[src/rtl/pc_ctrl_pkg.sv]
// Shared definitions for the Mini-SRC PC / instruction-fetch sequencer.
package pc_ctrl_pkg;

    // State encoding is visible on state_dbg, so the values are fixed.
    typedef enum logic [2:0] {
        ST_IDLE   = 3'd0,
        ST_T0     = 3'd1,
        ST_WAIT   = 3'd2,
        ST_T2     = 3'd3,
        ST_EXEC   = 3'd4,
        ST_BRANCH = 3'd5,
        ST_HALT   = 3'd6,
        ST_ERR    = 3'd7
    } state_t;

    localparam int TIMEOUT_DEFAULT = 16;
    localparam int CNT_W_DEFAULT   = 32;

    // Width of the wait counter; never below one bit.
    function automatic int timer_width(input int timeout);
        return (timeout <= 2) ? 1 : $clog2(timeout);
    endfunction

endpackage

[src/rtl/fetch_wait_timer.sv]
// Counts WAIT cycles without mem_ready; terminal marks the last allowed one.
module fetch_wait_timer
    import pc_ctrl_pkg::*;
#(
    parameter int TIMEOUT = TIMEOUT_DEFAULT
) (
    input  logic clk,
    input  logic clear,
    input  logic enable,
    output logic terminal
);

    localparam int W = timer_width(TIMEOUT);
    localparam logic [W-1:0] LAST = W'(TIMEOUT - 1);

    logic [W-1:0] count;

    // Clear has priority so every WAIT entry starts counting from zero.
    always_ff @(posedge clk) begin
        if (clear) begin
            count <= '0;
        end else if (enable) begin
            count <= count + 1'b1;
        end
    end

    assign terminal = (count == LAST);

endmodule

[src/rtl/pc_fetch_sequencer.sv]
// Moore FSM sequencing PC, MAR, MDR and IR through fetch, execute hand-off,
// branch capture, halt and fetch-timeout fault.
module pc_fetch_sequencer
    import pc_ctrl_pkg::*;
#(
    parameter int TIMEOUT = TIMEOUT_DEFAULT,
    parameter int CNT_W   = CNT_W_DEFAULT
) (
    input  logic             clk,
    input  logic             clr,
    input  logic             run,
    input  logic             mem_ready,
    input  logic             exec_done,
    input  logic             branch_req,
    input  logic             con_ff,
    input  logic             halt_req,
    output logic             pc_out,
    output logic             mar_in,
    output logic             pc_increment,
    output logic             pc_enable,
    output logic             mem_read,
    output logic             mdr_in,
    output logic             ir_in,
    output logic             exec_start,
    output logic             halted,
    output logic             mem_err,
    output logic [CNT_W-1:0] instr_count,
    output logic [2:0]       state_dbg
);

    state_t state;
    logic   wait_clear;
    logic   wait_enable;
    logic   wait_last;

    // T0 always precedes WAIT, so clearing during T0 zeroes the count on entry.
    assign wait_clear  = clr | (state == ST_T0);
    assign wait_enable = (state == ST_WAIT) & ~mem_ready;

    fetch_wait_timer #(
        .TIMEOUT (TIMEOUT)
    ) u_wait_timer (
        .clk      (clk),
        .clear    (wait_clear),
        .enable   (wait_enable),
        .terminal (wait_last)
    );

    // State register with next-state selection; inputs are only looked at
    // in the states that qualify them.
    always_ff @(posedge clk) begin
        // NOTE: sequential state uses non-blocking assignments so every
        // register samples pre-edge values, matching the hardware.
        if (clr) begin
            state <= ST_IDLE;
        end else begin
            case (state)
                ST_IDLE:   if (run) state <= ST_T0;
                ST_T0:     state <= ST_WAIT;
                ST_WAIT: begin
                    if (mem_ready)      state <= ST_T2;
                    else if (wait_last) state <= ST_ERR;
                end
                ST_T2:     state <= ST_EXEC;
                ST_EXEC: begin
                    if (exec_done) begin
                        if (halt_req)                  state <= ST_HALT;
                        else if (branch_req && con_ff) state <= ST_BRANCH;
                        else if (run)                  state <= ST_T0;
                        else                           state <= ST_IDLE;
                    end
                end
                ST_BRANCH: state <= run ? ST_T0 : ST_IDLE;
                ST_HALT:   state <= ST_HALT;
                ST_ERR:    state <= ST_ERR;
                default:   state <= ST_IDLE;
            endcase
        end
    end

    // Retired-instruction counter: one step per T2, i.e. per exec_start.
    always_ff @(posedge clk) begin
        if (clr) begin
            instr_count <= '0;
        end else if (state == ST_T2) begin
            instr_count <= instr_count + CNT_W'(1);
        end
    end

    // Strobe decode from the registered state only.
    always_comb begin
        // NOTE: every output gets a default first so no path leaves one
        // unassigned, which would otherwise infer a latch.
        pc_out       = 1'b0;
        mar_in       = 1'b0;
        pc_increment = 1'b0;
        pc_enable    = 1'b0;
        mem_read     = 1'b0;
        mdr_in       = 1'b0;
        ir_in        = 1'b0;
        exec_start   = 1'b0;
        halted       = 1'b0;
        mem_err      = 1'b0;
        case (state)
            ST_T0: begin
                pc_out       = 1'b1;
                mar_in       = 1'b1;
                pc_increment = 1'b1;
            end
            ST_WAIT: begin
                mem_read = 1'b1;
                mdr_in   = 1'b1;
            end
            ST_T2: begin
                ir_in      = 1'b1;
                exec_start = 1'b1;
            end
            ST_BRANCH: pc_enable = 1'b1;
            ST_HALT:   halted    = 1'b1;
            ST_ERR: begin
                halted  = 1'b1;
                mem_err = 1'b1;
            end
            default: ;
        endcase
    end

    assign state_dbg = state;

endmodule

[config.mk]
export PLATFORM = sky130hd
export DESIGN_NAME = pc_fetch_sequencer
export DESIGN_NICKNAME = d
export VERILOG_FILES = /design/src/rtl/pc_ctrl_pkg.sv /design/src/rtl/fetch_wait_timer.sv /design/src/rtl/pc_fetch_sequencer.sv
export SDC_FILE = /design/constraint.sdc
export NUM_CORES = 1
export LEC_CHECK = 0
export ABC_AREA = 1
export BUFFER_PORTS_ARGS = -buffer_cell sky130_fd_sc_hd__buf_2
export CAP_MARGIN = 20
export CORE_AREA = 2 2 79 81
export CTS_CLUSTER_DIAMETER = 30
export CTS_CLUSTER_SIZE = 28
export DETAILED_ROUTE_END_ITERATION = 10
export DIE_AREA = 0 0 81 83
export PLACE_DENSITY = 0.6
export RECOVER_POWER = 25
export SYNTH_ARGS = -nofsm -noshare
export SYNTH_HDL_FRONTEND = slang
export SYNTH_SLANG_ARGS = --single-unit
export TNS_END_PERCENT = 50
[constraint.sdc]
create_clock -name clk -period 3.9 [get_ports clk]
set_input_delay 0.975 -clock clk [delete_from_list [all_inputs] [get_ports clk]]
set_output_delay 0.975 -clock clk [all_outputs]
set_load 0.01 [all_outputs]
==> results.ini, run 1 <==
[timing]
min_period_ps=2895
report.final.slew_viol_count=0
worstMarginPinSlew_ps=1090
period_share_pct=74.24
rsz0062_at_grt=false
setup_violations=0
fmax_mhz=345.4
tns_ps=0
relSlewSlack_pct=27.07
final_hold_viol_count=0
clock_skew_ps=6.606

[critical_path]
critPathKind=flip-flop to output port
slowest_delay_ps=820
cp_top_family=simple AND/OR/NAND/NOR gates
cp-end-kind=output port
crit_buf_inv=1
reg2reg_depth=8
worstPathArrival_ps=1920
cp-start-kind=flip-flop
r2r_slack_ps=1460
cp_cell_sequence=nand2_2 > nor2_1 > buf_2
reg2reg_to=instr_count[30]$_SDFFE_PP0P_
cp.required_ps=2920
slowest_stage=nor2_1
cp_max_fo=14
r2r-start=state_dbg[1]$_SDFFE_PP0P_

[hold_path]
hold_end=u_wait_timer.count[1]$_SDFFE_PP0P_
min_path_cells=2
holdCritPathClass=flip-flop to flip-flop
worstHoldStart=u_wait_timer.count[1]$_SDFFE_PP0P_

[placement]
place_hpwl_um=4313
numPlacedInstances=477
io_buffers=52
gp_congestion=0.8010

[cts]
numCtsBuffers=5
clock-root-buffer=clkbuf_8
cts.clk_slew.worst_paths_ps=70
h-tree-depth=2
hold_buffers=0
cts_tree=done
clockBufferDepth=2
clock-sinks=39
clock_latency_ps=290
ctsResizeCount=0
post_cts_buffers=0

[synth]
synth_nets=369
synth_fa_ha_area_share_pct=1.093
synth_top_family_by_area=simple AND/OR/NAND/NOR gates
yosysUniqueCellTypes=25
syn_area_per_cell_um2=6.374
synth_simple_gate_area_share_pct=41.72
muxShareOfSynthArea_pct=0
synth_seq_cells=39
synthCells=359
syn-cell-area_um2=2288
synthXorXnorAreaFrac_pct=2.296
synth_compound_area_share_pct=8.967
yosysWarnings=0
yosysSeqAreaShare_pct=34.12

[final_layout]
drive_gt1_share_pct=16.34
stdcell_count=485
syn_to_final_growth_pct=15.31
n_fill_cell=691
multiInputGateArea_um2=1190
register_area_um2=780.7
insertedDiodeCount=0
final_cell_mix=nand2_1 (80), nor2_1 (67), inv_1 (57), buf_2 (49), dfxtp_1 (39)
final_common_cell=nand2_1
nets=419
fin_util_pct=45.37

[detailed_routing]
vias_per_cell=4.724
drtPass1Iterations=4
ant_nets=0
vias=2291
route.detailed.drc=0
dr.first_iter.drc_count=105
wire_per_inst_um=11.44
drt_wl_total_um=5546

[flow_run]
drv_cap=0

[die]
rows=28
die_y_um=83
die-area_um2=6723
io-pin-count=53
core_area_um2=5816
initial_core_util_pct=39.35
die_w_um=81

[power]
ir_drop_mv=0.1579
leakagePower_nw=1.177
power.density_nw_per_um2=286.8

[outcome]
outcome=completed

[grt]
grtUsageTotal_pct=17.58
grt_pass1_vias=2114
grt_pass1_wl_um=9604
antenna_found_initial=0
gr-total-overflow=0
grt_max_degree=21

==> worst max-delay path by stage <==
stage                     cells after the start                 startpoint  slack (ps)                            endpoint
after global placement                        4                        clr        1730  u_wait_timer.count[2]$_SDFFE_PP0P_
after detailed placement                      4                        clr        1630  u_wait_timer.count[2]$_SDFFE_PP0P_
after global routing                          3  state_dbg[1]$_SDFFE_PP0P_         860                          exec_start
after floorplan                               4  state_dbg[1]$_SDFFE_PP0P_        1960                               ir_in
final                                         3  state_dbg[1]$_SDFFE_PP0P_        1000                          exec_start
after CTS                                     3  state_dbg[1]$_SDFFE_PP0P_        1500                          exec_start
==> power breakdown <==
part	total (mW)	switching [mW]	internal [mW]
Clock	0.305	0.144	0.161
Combinational	0.0475	0.0313	0.0162
Sequential	0.405	0.00418	0.400
==> routing by layer <==
layer / vias up / routed length, µm / share of wire, % / global-route usage (%)
li1: 1224 / - / - / -
met1: 1013 / 2760 / 50 / 24.38
met2: 45 / 2473 / 45 / 28.02
met3: 9 / 231 / 4.2 / 3.261
met4: 0 / 80 / 1.4 / 4.160
met5: - / 0 / 0 / 0
==> synthesized netlist by cell type <==
master	instances	share of area (%)
o21a_1	2	0.66
clkbuf_1	3	0.49
nand3_1	26	5.7
inv_1	57	9.3
ha_1	2	1.1
or2_2	1	0.27
buf_4	4	1.3
nand4_1	13	3.6
xor2_1	5	1.9
nor3_1	6	1.3
buf_1	1	0.16
nand2_1	80	13
nand3_2	1	0.44
a21oi_1	22	4.8
xnor2_1	1	0.38
nor2_4	6	3.0
nor3b_1	2	0.66
buf_6	1	0.49
o21ai_0	16	3.5
nand2_2	1	0.27
dfxtp_1	39	34
and2_1	1	0.27
nand3_4	2	1.5
nor2_2	6	1.6
nor2_1	61	10
==> metrics by stage <==
stage               worst slack (ps)  hold slack [ps]  power (mW)  instance area, µm²
global placement                1734            465.2      0.4615                2586
finish                          1005            491.9      0.7569                2639
CTS                             1497            489.7      0.7697                2690
detailed placement              1635            477.3      0.4620                2586
floorplan                       1961            462.3      0.4492                2288
global route                   864.2            513.3      0.7937                2639
==> logic make-up after synthesis <==
kind of cell             Yosys count
AND/OR/NAND/NOR                  206
buffers and inverters             66
AO/OA/AOI/OAI                     40
flip-flops                        39
XOR/XNOR                           6
adder cells (fa/ha/maj)            2
==> final cells by class <==
type | count | area share, %
clock inverters | 1 | 0.2845
multi-input cells | 254 | 45.09
inverters | 57 | 8.108
repair buffers | 52 | 9.720
well taps | 75 | 3.556
clock buffers | 7 | 3.651
flip-flops and latches | 39 | 29.59
==> worst reg2reg max path, cell delays in order (launching register included) <==
cell and delay, ps:
dfxtp_1 460, nand2_2 70, nor2_1 820, nand3_1 390
nor2_2 330, nand3_1 120, nand2_1 70, inv_1 30
nor2_1 90
==> sequential cells by signal, summed over array words and instances (netlist names) <==
| register | cells |
|---|---|
| u_wait_timer.count | 4 |
| state_dbg | 3 |
| instr_count | 32 |
(Power assumes the default switching activity.)
==> inputs of run 2 (changes only) <==
clock period = 2.95 ns   (was 3.9 ns; I/O delays follow)
==> results.ini, run 2 (synthesis gave the netlist of run 1 again) <==
[critical_path]
endpoint=exec_start
reg2reg_to=instr_count[30]$_SDFFE_PP0P_
critPathKind=flip-flop to output port
cp-end-kind=output port
r2r-start=state_dbg[1]$_SDFFE_PP0P_
worstPathArrival_ps=1430
cp-start-kind=flip-flop
reg2reg_depth=8
r2r_slack_ps=1140
cp-startpoint=state_dbg[1]$_SDFFE_PP0P_
cp.required_ps=2210
cp_max_fo=14

[placement]
gp_congestion=0.8081
dp_slack_ps=927.4
dpl-instance-area_um2=2586
place_hpwl_um=4220
io_buffers=52

[timing]
report.final.slew_viol_count=0
min_period_ps=2163
final_hold_viol_count=0
relSlewSlack_pct=60.30
clock_skew_ps=1.811
period_share_pct=73.31
holdWs_ps=494.9
rsz0062_at_grt=false
setup_ws_ps=787.3
fmax_mhz=462.4
setup_violations=0
tns_ps=0
worstMarginPinSlew_ps=594.9

[hold_path]
min_path_cells=2
holdCritPathClass=flip-flop to flip-flop

[cts]
clockBufferDepth=2
clock-sinks=39
h-tree-depth=2
clock-root-buffer=clkbuf_8
cts_tree=done
cts.clk_slew.worst_paths_ps=80
hold_buffers=0
ctsResizeCount=0
post_cts_buffers=0
clock_latency_ps=290
numCtsBuffers=5

[power]
ir_drop_mv=0.1433
leakagePower_nw=1.109
power.density_nw_per_um2=360.3

[final_layout]
insertedDiodeCount=0
final_common_cell=nand2_1
drive_gt1_share_pct=14.15
largest_register=instr_count
syn_to_final_growth_pct=15.58
post-route-cell-area_um2=2645
final_cell_mix=nand2_1 (80), nor2_1 (62), inv_1 (57), dfxtp_1 (39), buf_2 (36)
largest_register_ff_count=32
nets=419
fin_util_pct=45.48

[detailed_routing]
vias_per_cell=4.685
dr.first_iter.drc_count=91
ant_nets=0
route.detailed.drc=0
vias=2272
drtPass1Iterations=4
wire_per_inst_um=11.37
drt_wl_total_um=5516

[die]
rows=28
die-area_um2=6723
core_area_um2=5816
initial_core_util_pct=39.35
die_w_um=81
die_y_um=83
io-pin-count=53

[flow_run]
drv_cap=0

[grt]
grt_max_degree=21
gr-total-overflow=0
antenna_found_initial=0
grt_pass1_vias=2071
grt_pass1_wl_um=9542
grtUsageTotal_pct=17.53

[outcome]
outcome=completed

[run 2: cell types whose count changed in the layout (fill, tap and decap cells not counted), sizes merged]
cell / before / now
clkinv: 0 / 1
buf: 49 / 36
clkinvlp: 1 / 0
clkbuf: 10 / 23
[run 2: per-stage QoR]
stage	cells	total power [mW]
2_1_floorplan	359	0.5939
3_3_place_gp	477	0.6101
3_5_place_dp	477	0.6107
4_1_cts	485	0.9655
5_1_grt	485	0.9963
6_report	485	0.9531
[run 2: cell type report]
type / count / area [µm²]
Timing Repair Buffer: 52 / 240.2
Fill cell: 660 / 3171
Tap cell: 75 / 93.84
Clock buffer: 7 / 76.32
Clock inverter: 1 / 5.005
Multi-Input combinational cell: 254 / 1235
Sequential cell: 39 / 780.7
Inverter: 57 / 214.0
[run 2: how the worst min path moves through the flow]
stage	slack, ps	to	start
after floorplan	460	u_wait_timer.count[1]$_SDFFE_PP0P_	u_wait_timer.count[1]$_SDFFE_PP0P_
after global placement	470	instr_count[2]$_SDFFE_PP0P_	instr_count[2]$_SDFFE_PP0P_
after detailed placement	480	u_wait_timer.count[1]$_SDFFE_PP0P_	u_wait_timer.count[1]$_SDFFE_PP0P_
after CTS	490	u_wait_timer.count[1]$_SDFFE_PP0P_	u_wait_timer.count[1]$_SDFFE_PP0P_
after global routing	520	instr_count[2]$_SDFFE_PP0P_	instr_count[2]$_SDFFE_PP0P_
final	490	u_wait_timer.count[1]$_SDFFE_PP0P_	u_wait_timer.count[1]$_SDFFE_PP0P_
[run 2: critical path, stage by stage, from the launching register on]
cell and delay (ps):
dfxtp_1 450, nand2_2 100, nor2_4 360, buf_2 220
[run 2: metal layers]
layer  wire length, µm  part of all wire, %  GRT usage (%)  up-vias
met5                 0                    0              0        -
met3               244                  4.4          3.587        6
met2              2500                   45          27.42       52
li1                  -                    -              -     1226
met4                72                  1.3          4.622        0
met1              2698                   49          24.36      988
[run 2: report_power, final]
group | leakage, nW | switching (mW) | internal [mW]
sequential | 0.314 | 0.00552 | 0.529
clock | 0.0422 | 0.189 | 0.166
combinational | 0.753 | 0.0412 | 0.0217
